[config.mk]
export PLATFORM = sky130hd
export DESIGN_NAME = xor_stream_cipher
export DESIGN_NICKNAME = d
export VERILOG_FILES = /design/src/rtl/xor_cipher_pkg.sv /design/src/rtl/xor_keystream_lfsr.sv /design/src/rtl/xor_stream_cipher.sv
export SDC_FILE = /design/constraint.sdc
export NUM_CORES = 1
export LEC_CHECK = 0
export BUFFER_PORTS_ARGS = -buffer_cell sky130_fd_sc_hd__buf_2
export CORE_MARGIN = 8
export CORE_UTILIZATION = 40
export DETAILED_ROUTE_END_ITERATION = 10
export PLACE_DENSITY = 0.73
export SLEW_MARGIN = 20
export SYNTH_ARGS = -nofsm -noshare
export SYNTH_HDL_FRONTEND = slang
export SYNTH_HIERARCHICAL = 1
export SYNTH_SLANG_ARGS = --single-unit
[constraint.sdc]
create_clock -name clk -period 3 [get_ports clk]
set_input_delay 0.15 -clock clk [delete_from_list [all_inputs] [get_ports clk]]
set_output_delay 0.15 -clock clk [all_outputs]
set_load 0.005 [all_outputs]
[src/rtl/xor_cipher_pkg.sv]
`default_nettype none
// ============================================================================
// Module      : xor_cipher_pkg
// Description : Shared types and constants for the XOR stream cipher.
//               - state_t      : burst controller states (IDLE, RUN, FLUSH)
//               - MODE_FIXED   : keystream is the key itself, never changes
//               - MODE_LFSR    : keystream is a Galois LFSR seeded by the key
//               - DEFAULT_POLY : default Galois feedback taps (CRC-32 poly)
// Revision    : 1.0 - initial release
// ============================================================================
package xor_cipher_pkg;

    typedef enum logic [1:0] {
        IDLE  = 2'd0,
        RUN   = 2'd1,
        FLUSH = 2'd2
    } state_t;

    localparam logic MODE_FIXED = 1'b0;
    localparam logic MODE_LFSR  = 1'b1;

    localparam logic [31:0] DEFAULT_POLY = 32'h04C11DB7;

endpackage
`default_nettype wire

[src/rtl/xor_keystream_lfsr.sv]
`default_nettype none
// ============================================================================
// Module      : xor_keystream_lfsr
// Description : Keystream register. Loaded with the seed at burst start and,
//               in LFSR mode, stepped once per accepted word (Galois form).
//               In fixed mode the seed is held unchanged.
// Ports       : clk, rst      - clock / synchronous active-high reset
//               load, seed    - capture seed into the keystream register
//               advance       - one accepted word; steps the LFSR in LFSR mode
//               mode          - MODE_FIXED or MODE_LFSR
//               ks            - current keystream word
// Revision    : 1.0 - initial release
// ============================================================================
module xor_keystream_lfsr
    import xor_cipher_pkg::*;
#(
    parameter int                 DATA_W    = 32,
    parameter logic [DATA_W-1:0]  LFSR_POLY = DATA_W'(DEFAULT_POLY)
) (
    input  logic              clk,
    input  logic              rst,
    input  logic              load,
    input  logic [DATA_W-1:0] seed,
    input  logic              advance,
    input  logic              mode,
    output logic [DATA_W-1:0] ks
);

    logic [DATA_W-1:0] r_ks;
    logic [DATA_W-1:0] w_ks_step;

    // Multiply-by-x modulo the feedback polynomial. A zero seed is a fixed
    // point, so a zero key yields a zero keystream (plain pass-through).
    assign w_ks_step = {r_ks[DATA_W-2:0], 1'b0} ^ (r_ks[DATA_W-1] ? LFSR_POLY : '0);

    always_ff @(posedge clk) begin
        if (rst) begin
            r_ks <= '0;
        end else if (load) begin
            r_ks <= seed;
        end else if (advance && (mode == MODE_LFSR)) begin
            r_ks <= w_ks_step;
        end
    end

    assign ks = r_ks;

endmodule
`default_nettype wire

[src/rtl/xor_stream_cipher.sv]
`default_nettype none
// ============================================================================
// Module      : xor_stream_cipher
// Description : Burst XOR encryptor/decryptor with valid/ready streams.
//               cfg_start launches a burst of cfg_len words; each accepted
//               word is XORed with the keystream and presented one cycle
//               later on the output register. done pulses once per burst.
// Ports       : clk, rst                        - clock / sync active-high reset
//               cfg_start, cfg_key, cfg_len,
//               cfg_mode                        - burst configuration
//               busy                            - burst in progress
//               in_valid, in_data, in_ready     - input stream
//               out_valid, out_data, out_ready  - output stream
//               done                            - one-cycle burst-complete pulse
// Revision    : 1.0 - initial release
// ============================================================================
module xor_stream_cipher
    import xor_cipher_pkg::*;
#(
    parameter int                 DATA_W    = 32,
    parameter logic [DATA_W-1:0]  LFSR_POLY = DATA_W'(DEFAULT_POLY),
    parameter int                 CNT_W     = 16
) (
    input  logic              clk,
    input  logic              rst,
    input  logic              cfg_start,
    input  logic [DATA_W-1:0] cfg_key,
    input  logic [CNT_W-1:0]  cfg_len,
    input  logic              cfg_mode,
    output logic              busy,
    input  logic              in_valid,
    input  logic [DATA_W-1:0] in_data,
    output logic              in_ready,
    output logic              out_valid,
    output logic [DATA_W-1:0] out_data,
    input  logic              out_ready,
    output logic              done
);

    state_t            r_state;
    state_t            w_state_next;
    logic              w_done_next;
    logic              r_done;
    logic [CNT_W-1:0]  r_remaining;
    logic              r_mode;
    logic              r_out_valid;
    logic [DATA_W-1:0] r_out_data;
    logic [DATA_W-1:0] w_ks;
    logic              w_start;
    logic              w_load;
    logic              w_accept;
    logic              w_out_take;

    // Start requests only count in IDLE; a zero-length burst never leaves IDLE.
    assign w_start    = cfg_start && (r_state == IDLE);
    assign w_load     = w_start && (cfg_len != '0);
    assign w_out_take = r_out_valid && out_ready;

    // Accept only when the output register is empty or being drained this
    // cycle, so a handshake and a new accept can overlap with no bubble.
    assign in_ready = (r_state == RUN) && (r_remaining != '0) && (!r_out_valid || out_ready);
    assign w_accept = in_valid && in_ready;

    always_comb begin
        w_state_next = r_state;
        w_done_next  = 1'b0;
        unique case (r_state)
            IDLE: begin
                if (w_start) begin
                    if (cfg_len != '0) begin
                        w_state_next = RUN;
                    end else begin
                        w_done_next = 1'b1;
                    end
                end
            end
            RUN: begin
                if (w_accept && (r_remaining == CNT_W'(1))) begin
                    w_state_next = FLUSH;
                end
            end
            FLUSH: begin
                if (w_out_take) begin
                    w_state_next = IDLE;
                    w_done_next  = 1'b1;
                end
            end
            default: begin
                w_state_next = IDLE;
            end
        endcase
    end

    always_ff @(posedge clk) begin
        if (rst) begin
            r_state <= IDLE;
            r_done  <= 1'b0;
        end else begin
            r_state <= w_state_next;
            r_done  <= w_done_next;
        end
    end

    always_ff @(posedge clk) begin
        if (rst) begin
            r_remaining <= '0;
            r_mode      <= MODE_FIXED;
            r_out_valid <= 1'b0;
            r_out_data  <= '0;
        end else begin
            if (w_load) begin
                r_remaining <= cfg_len;
                r_mode      <= cfg_mode;
            end else if (w_accept) begin
                r_remaining <= r_remaining - CNT_W'(1);
            end

            if (w_accept) begin
                r_out_data  <= in_data ^ w_ks;
                r_out_valid <= 1'b1;
            end else if (w_out_take) begin
                r_out_valid <= 1'b0;
            end
        end
    end

    xor_keystream_lfsr #(
        .DATA_W    (DATA_W),
        .LFSR_POLY (LFSR_POLY)
    ) u_keystream (
        .clk     (clk),
        .rst     (rst),
        .load    (w_load),
        .seed    (cfg_key),
        .advance (w_accept),
        .mode    (r_mode),
        .ks      (w_ks)
    );

    assign busy      = (r_state != IDLE);
    assign out_valid = r_out_valid;
    assign out_data  = r_out_data;
    assign done      = r_done;

endmodule
`default_nettype wire

== Yosys cells after proc, flatten, opt, wreduce, memory -nomap -nowiden ==
Cells that the tools add are included.
Word-level totals
  word-level logic and storage cells: 51
  flip-flop bits (word level): 85
Cells by class
  reductions and logical operators: 18
  bitwise gates (word level): 2
  equal/unequal tests: 7
  muxes and demuxes: 16
  $add $sub $neg: 1
Operators with widths (number)
  $mux W32: 2
  $xor A32 B32 Y32: 2
  $mux W16: 2
  $reduce_bool A16 Y1: 2
  $mux W27: 1
  $eq A16 B1 Y1 const B: 1
  $sub A16 B1 Y16 const B: 1
  $logic_and A1 B1 Y1: 8
  $mux W2: 4
  $reduce_bool A2 Y1: 4
  $pmux W2 S3: 1
  $mux W1: 5
  $ne A2 B1 Y1 const B: 2
  $ne A2 B2 Y1 const B: 2
  $reduce_and A4 Y1: 1
  $eq A2 B1 Y1 const B: 1
  $eq A2 B2 Y1 const B: 1
  $logic_not A2 Y1: 1
  $pmux W1 S2: 1
  $logic_not A1 Y1: 1
  $logic_or A1 B1 Y1: 1

== Longest topological paths before layout ==
  depth in word-level cells: 7
  mapped depth: 11
  depth with buffers taken out: 8

== Cells and area by module ==
Netlist, hierarchy kept.
By module, submodules not included
  xor_stream_cipher: cells an instance 281, times used 1, area each 2536.2 um^2
  xor_keystream_lfsr: cells an instance 195, times used 1, area each 1632.8 um^2

== Least setup slack after synthesis ==
Ideal clock, no wire load.
  kind: reg-to-reg
  from: register r_remaining[6]
  to: register u_keystream.r_ks[10] (netlist: u_keystream/ks[10])
  setup slack: 0.366 ns
  clock period less this slack: 2.634 ns
  setup time: 0.074 ns
  cell stages (with the launch flop): 12
  path buffers: 4
  data arrival time: 2.560 ns
  cell sequence: dfxtp_1 or3_4 or4_1 buf_2 o21ai_4 inv_2 buf_2 buf_2 nand2_1 buf_4 nand3b_1 a31oi_1
Between the ends
  cells in the longest elaborated chain, start to end: 6
Ends and longest elaborated chain
  start: declaration: RTL line xor_stream_cipher.sv:44  | logic [CNT_W-1:0] r_remaining;
  start signal: assignment: RTL line xor_stream_cipher.sv:112  | r_remaining <= cfg_len;
  start signal: assignment: RTL line xor_stream_cipher.sv:115  | r_remaining <= r_remaining - CNT_W'(1);
  $reduce_bool A16 Y1: RTL line xor_stream_cipher.sv:61  | assign in_ready = (r_state == RUN) && (r_remaining != '0) && (!r_out_valid || out_ready);
  $logic_and A1 B1 Y1 (2 in series): RTL line xor_stream_cipher.sv:61
  $logic_and A1 B1 Y1: RTL line xor_stream_cipher.sv:62  | assign w_accept = in_valid && in_ready;
  via w_accept: RTL line xor_stream_cipher.sv:51  | logic w_accept;
  $logic_and A1 B1 Y1: RTL line xor_keystream_lfsr.sv:41  | end else if (advance && (mode == MODE_LFSR)) begin
  $reduce_bool A2 Y1 (no source line)
  end signal: assignment: RTL line xor_keystream_lfsr.sv:42  | r_ks <= w_ks_step;
  end: declaration: RTL line xor_keystream_lfsr.sv:29  | logic [DATA_W-1:0] r_ks;
The timed path passes the listed nets, and every way through them passes these cells.
A chain may end at the register's enable or synchronous reset.

== Worst setup path after layout ==
  from: register r_remaining[6]
  to: register u_keystream.r_ks[14] (netlist: u_keystream/ks[14])
Between the ends
  cells in the longest elaborated chain, start to end: 6
Ends and longest elaborated chain (RTL line)
  $reduce_bool A16 Y1: xor_stream_cipher.sv:61
  $logic_and A1 B1 Y1 (2 in series): xor_stream_cipher.sv:61
  $logic_and A1 B1 Y1: xor_stream_cipher.sv:62
  $logic_and A1 B1 Y1: xor_keystream_lfsr.sv:41
  $reduce_bool A2 Y1 (no source line)
No other way between the ends.

==> flow_metrics.tcl <==
set metrics [dict create \
    grt_pass1_vias 3788 \
    dr.pass1.iters 5 \
    synth_cell_type_count 47 \
    placeableCoreArea_um2 10200 \
    yosys_warnings 6 \
    fin_skew_ns 0.0175 \
    synthCells 476 \
    maxSlewHeadroom 0.438 \
    die_area_um2 13900 \
    dieWidth_um 118 \
    start_util 0.407 \
    drc 0 \
    ys_seq_area_frac 0.408 \
    cpPeakStageDelay_ns 0.56 \
    postCtsSetupRepairBufs 0 \
    grt_usage 0.164 \
    final_cell_mix "buf_2 (121), dfxtp_1 (85), a211oi_1 (52)" \
    cts_num_sinks 85 \
    async_flop_share 0 \
    grt_antenna_before_repair 1 \
    area_growth_pct 19.6 \
    cap_violations 0 \
    tns_ns 0 \
    synth_area_um2 4170 \
    vias_per_cell 5.29 \
    vdd_drop_max_mv 0.283 \
    finalSetupViolations 0 \
    stdcell_count 719 \
    crit_buf_inv 2 \
    postSynthNetCount 565 \
    grt_max_degree 86 \
    crit_path_cell_trace "or3_4 -> or4_1 -> o21ai_4 -> inv_2 -> nand2_1 -> buf_4 -> a211oi_1 -> nor3_1" \
    holdWs_ns 0.0443 \
    synthFlopType "dfxtp_1" \
    post-route-period-util 0.933 \
    ctsHtreeMaxLevel 3 \
    grt_pass1_wl_um 19000 \
    dp_hpwl_um 8670 \
    die_h_um 118 \
    port_buffers 121 \
    min_path_type "in2reg" \
    p_leak_nw 2.05 \
    grt_overflow 0 \
    wirelength_um 11700 \
    cp_max_fo 25 \
    clkLatencyLatePin_ns 0.35 \
    postRouteAntennaNets 0 \
    cts_tree "done" \
    finalCriticalPeriod_ns 2.80 \
    p_total_mw 2.53 \
    start_kind "flop" \
    rsz0062_at_grt "false" \
    synth_edf_count 0 \
    numCtsBuffers 9 \
    routabilityCongestion 0.847 \
    cts-hold-fix-buffers 0 \
    power_density_nw_per_um2 507 \
    fillers 977 \
    vias 3806 \
    hold_viol 0 \
    endpoint_kind "flop" \
    postSynthAreaPerCell_um2 8.76 \
    post_drt_wl_per_cell_um 16.3 \
    slowest_stage "or4_1" \
    status "complete, no violations" \
    layout_commonest_cell "buf_2" \
    clockRootBuffer "clkbuf_8" \
    ys_seq_elements 85 \
    post_cts_resized 0 \
    crit_type "reg2reg" \
    crit_arrival_ns 3.06 \
    clockBufferDepth 2 \
    num_rows 37 \
    layout.nets 666 \
    drive_above_1_share 0.263 \
    clock.fmax_ghz 0.357 \
    dp.cells 702 \
    worstMarginPinSlew_ns 0.842 \
    pin_count 122 \
    drtIter0Drc 225 \
    path_clk_slew_ns 0.09 \
    cp.required_ns 3.26 \
    slew_violations 0 \
    critPathTopFamily "simple AND/OR/NAND/NOR gates" \
]
## worst paths after layout
kind / start / endpoint / slack [ns] / cells after the start
min: cfg_key[28] / u_keystream/ks[28] / 0.04 / 3
max: r_remaining[6] / u_keystream/ks[14] / 0.20 / 8
max reg2reg: r_remaining[6] / u_keystream/ks[14] / 0.20 / 8
min reg2reg: out_data[29] / out_data[29] / 0.50 / 2
## cell usage after synthesis (6+ instances only)
cell | n | area share
inv_1 | 6 | 0.0054
nor2_1 | 47 | 0.042
nand3b_1 | 14 | 0.025
xnor2_1 | 32 | 0.067
a21oi_1 | 6 | 0.0072
or3_1 | 8 | 0.012
a31oi_1 | 17 | 0.026
clkbuf_1 | 23 | 0.021
nand2_1 | 35 | 0.032
a211oi_1 | 52 | 0.094
buf_2 | 7 | 0.0084
xor2_1 | 13 | 0.027
a311oi_1 | 8 | 0.017
nor3_1 | 22 | 0.026
and3_1 | 20 | 0.030
dfxtp_1 | 85 | 0.41
nor2b_1 | 20 | 0.030
## sequential cells by signal (all words and copies together), names as in the netlist
name            count
out_data           32
u_keystream/ks     32
r_remaining        16
r_state             2
done                1
out_valid           1
r_mode              1
## logic make-up after synthesis
kind of cell    share of synthesized area
buf+inv                            0.0555
flops                               0.408
xor+xnor                           0.0945
fa+ha+maj                         0.00900
compound gates                      0.193
simple gates                        0.237
mux                               0.00240
## area by class of cell
class / count / area [um2] / area share
Antenna cell: 1 / 2.50 / 0.000502
Clock buffer: 13 / 149 / 0.0299
Inverter: 7 / 26.3 / 0.00527
Multi-Input combinational cell: 345 / 2240 / 0.449
Clock inverter: 3 / 21.3 / 0.00427
Tap cell: 136 / 170 / 0.0341
Timing Repair Buffer: 129 / 678 / 0.136
Sequential cell: 85 / 1700 / 0.341
## per-layer routing
metal / part of all wire / up-vias / routed length [um] / GRT usage
met5: 0 / - / 0 / 0
met4: 0.010 / 0 / 123 / 0.0584
met3: 0.070 / 8 / 823 / 0.0436
met2: 0.50 / 112 / 5860 / 0.271
met1: 0.42 / 1760 / 4930 / 0.201
li1: - / 1926 / - / -
## per-stage QoR
| step | cell area, um2 | util | setup slack (ns) |
|---|---|---|---|
| finish | 4980 | 0.487 | 0.202 |
| global route | 4980 | 0.487 | 0.0317 |
| CTS | 4980 | 0.487 | 0.217 |
| detailed placement | 4810 | 0.470 | 0.244 |
| global placement | 4810 | 0.470 | 0.349 |
| floorplan | 4170 | - | 0.366 |
## power breakdown
| group | internal (mW) | leakage [nW] | total (mW) | switching (mW) |
|---|---|---|---|---|
| Combinational | 0.232 | 1.26 | 0.494 | 0.262 |
| Sequential | 1.22 | 0.699 | 1.30 | 0.0883 |
| Clock | 0.325 | 0.0836 | 0.729 | 0.403 |
## worst reg2reg max path, cell delays in order (launching register included)
cell      delay [ns]
dfxtp_1         0.35
or3_4           0.43
or4_1           0.56
o21ai_4         0.27
inv_2           0.21
nand2_1         0.31
buf_4           0.28
a211oi_1        0.11
nor3_1          0.21
No activity file was read; power rests on OpenSTA's default activity.
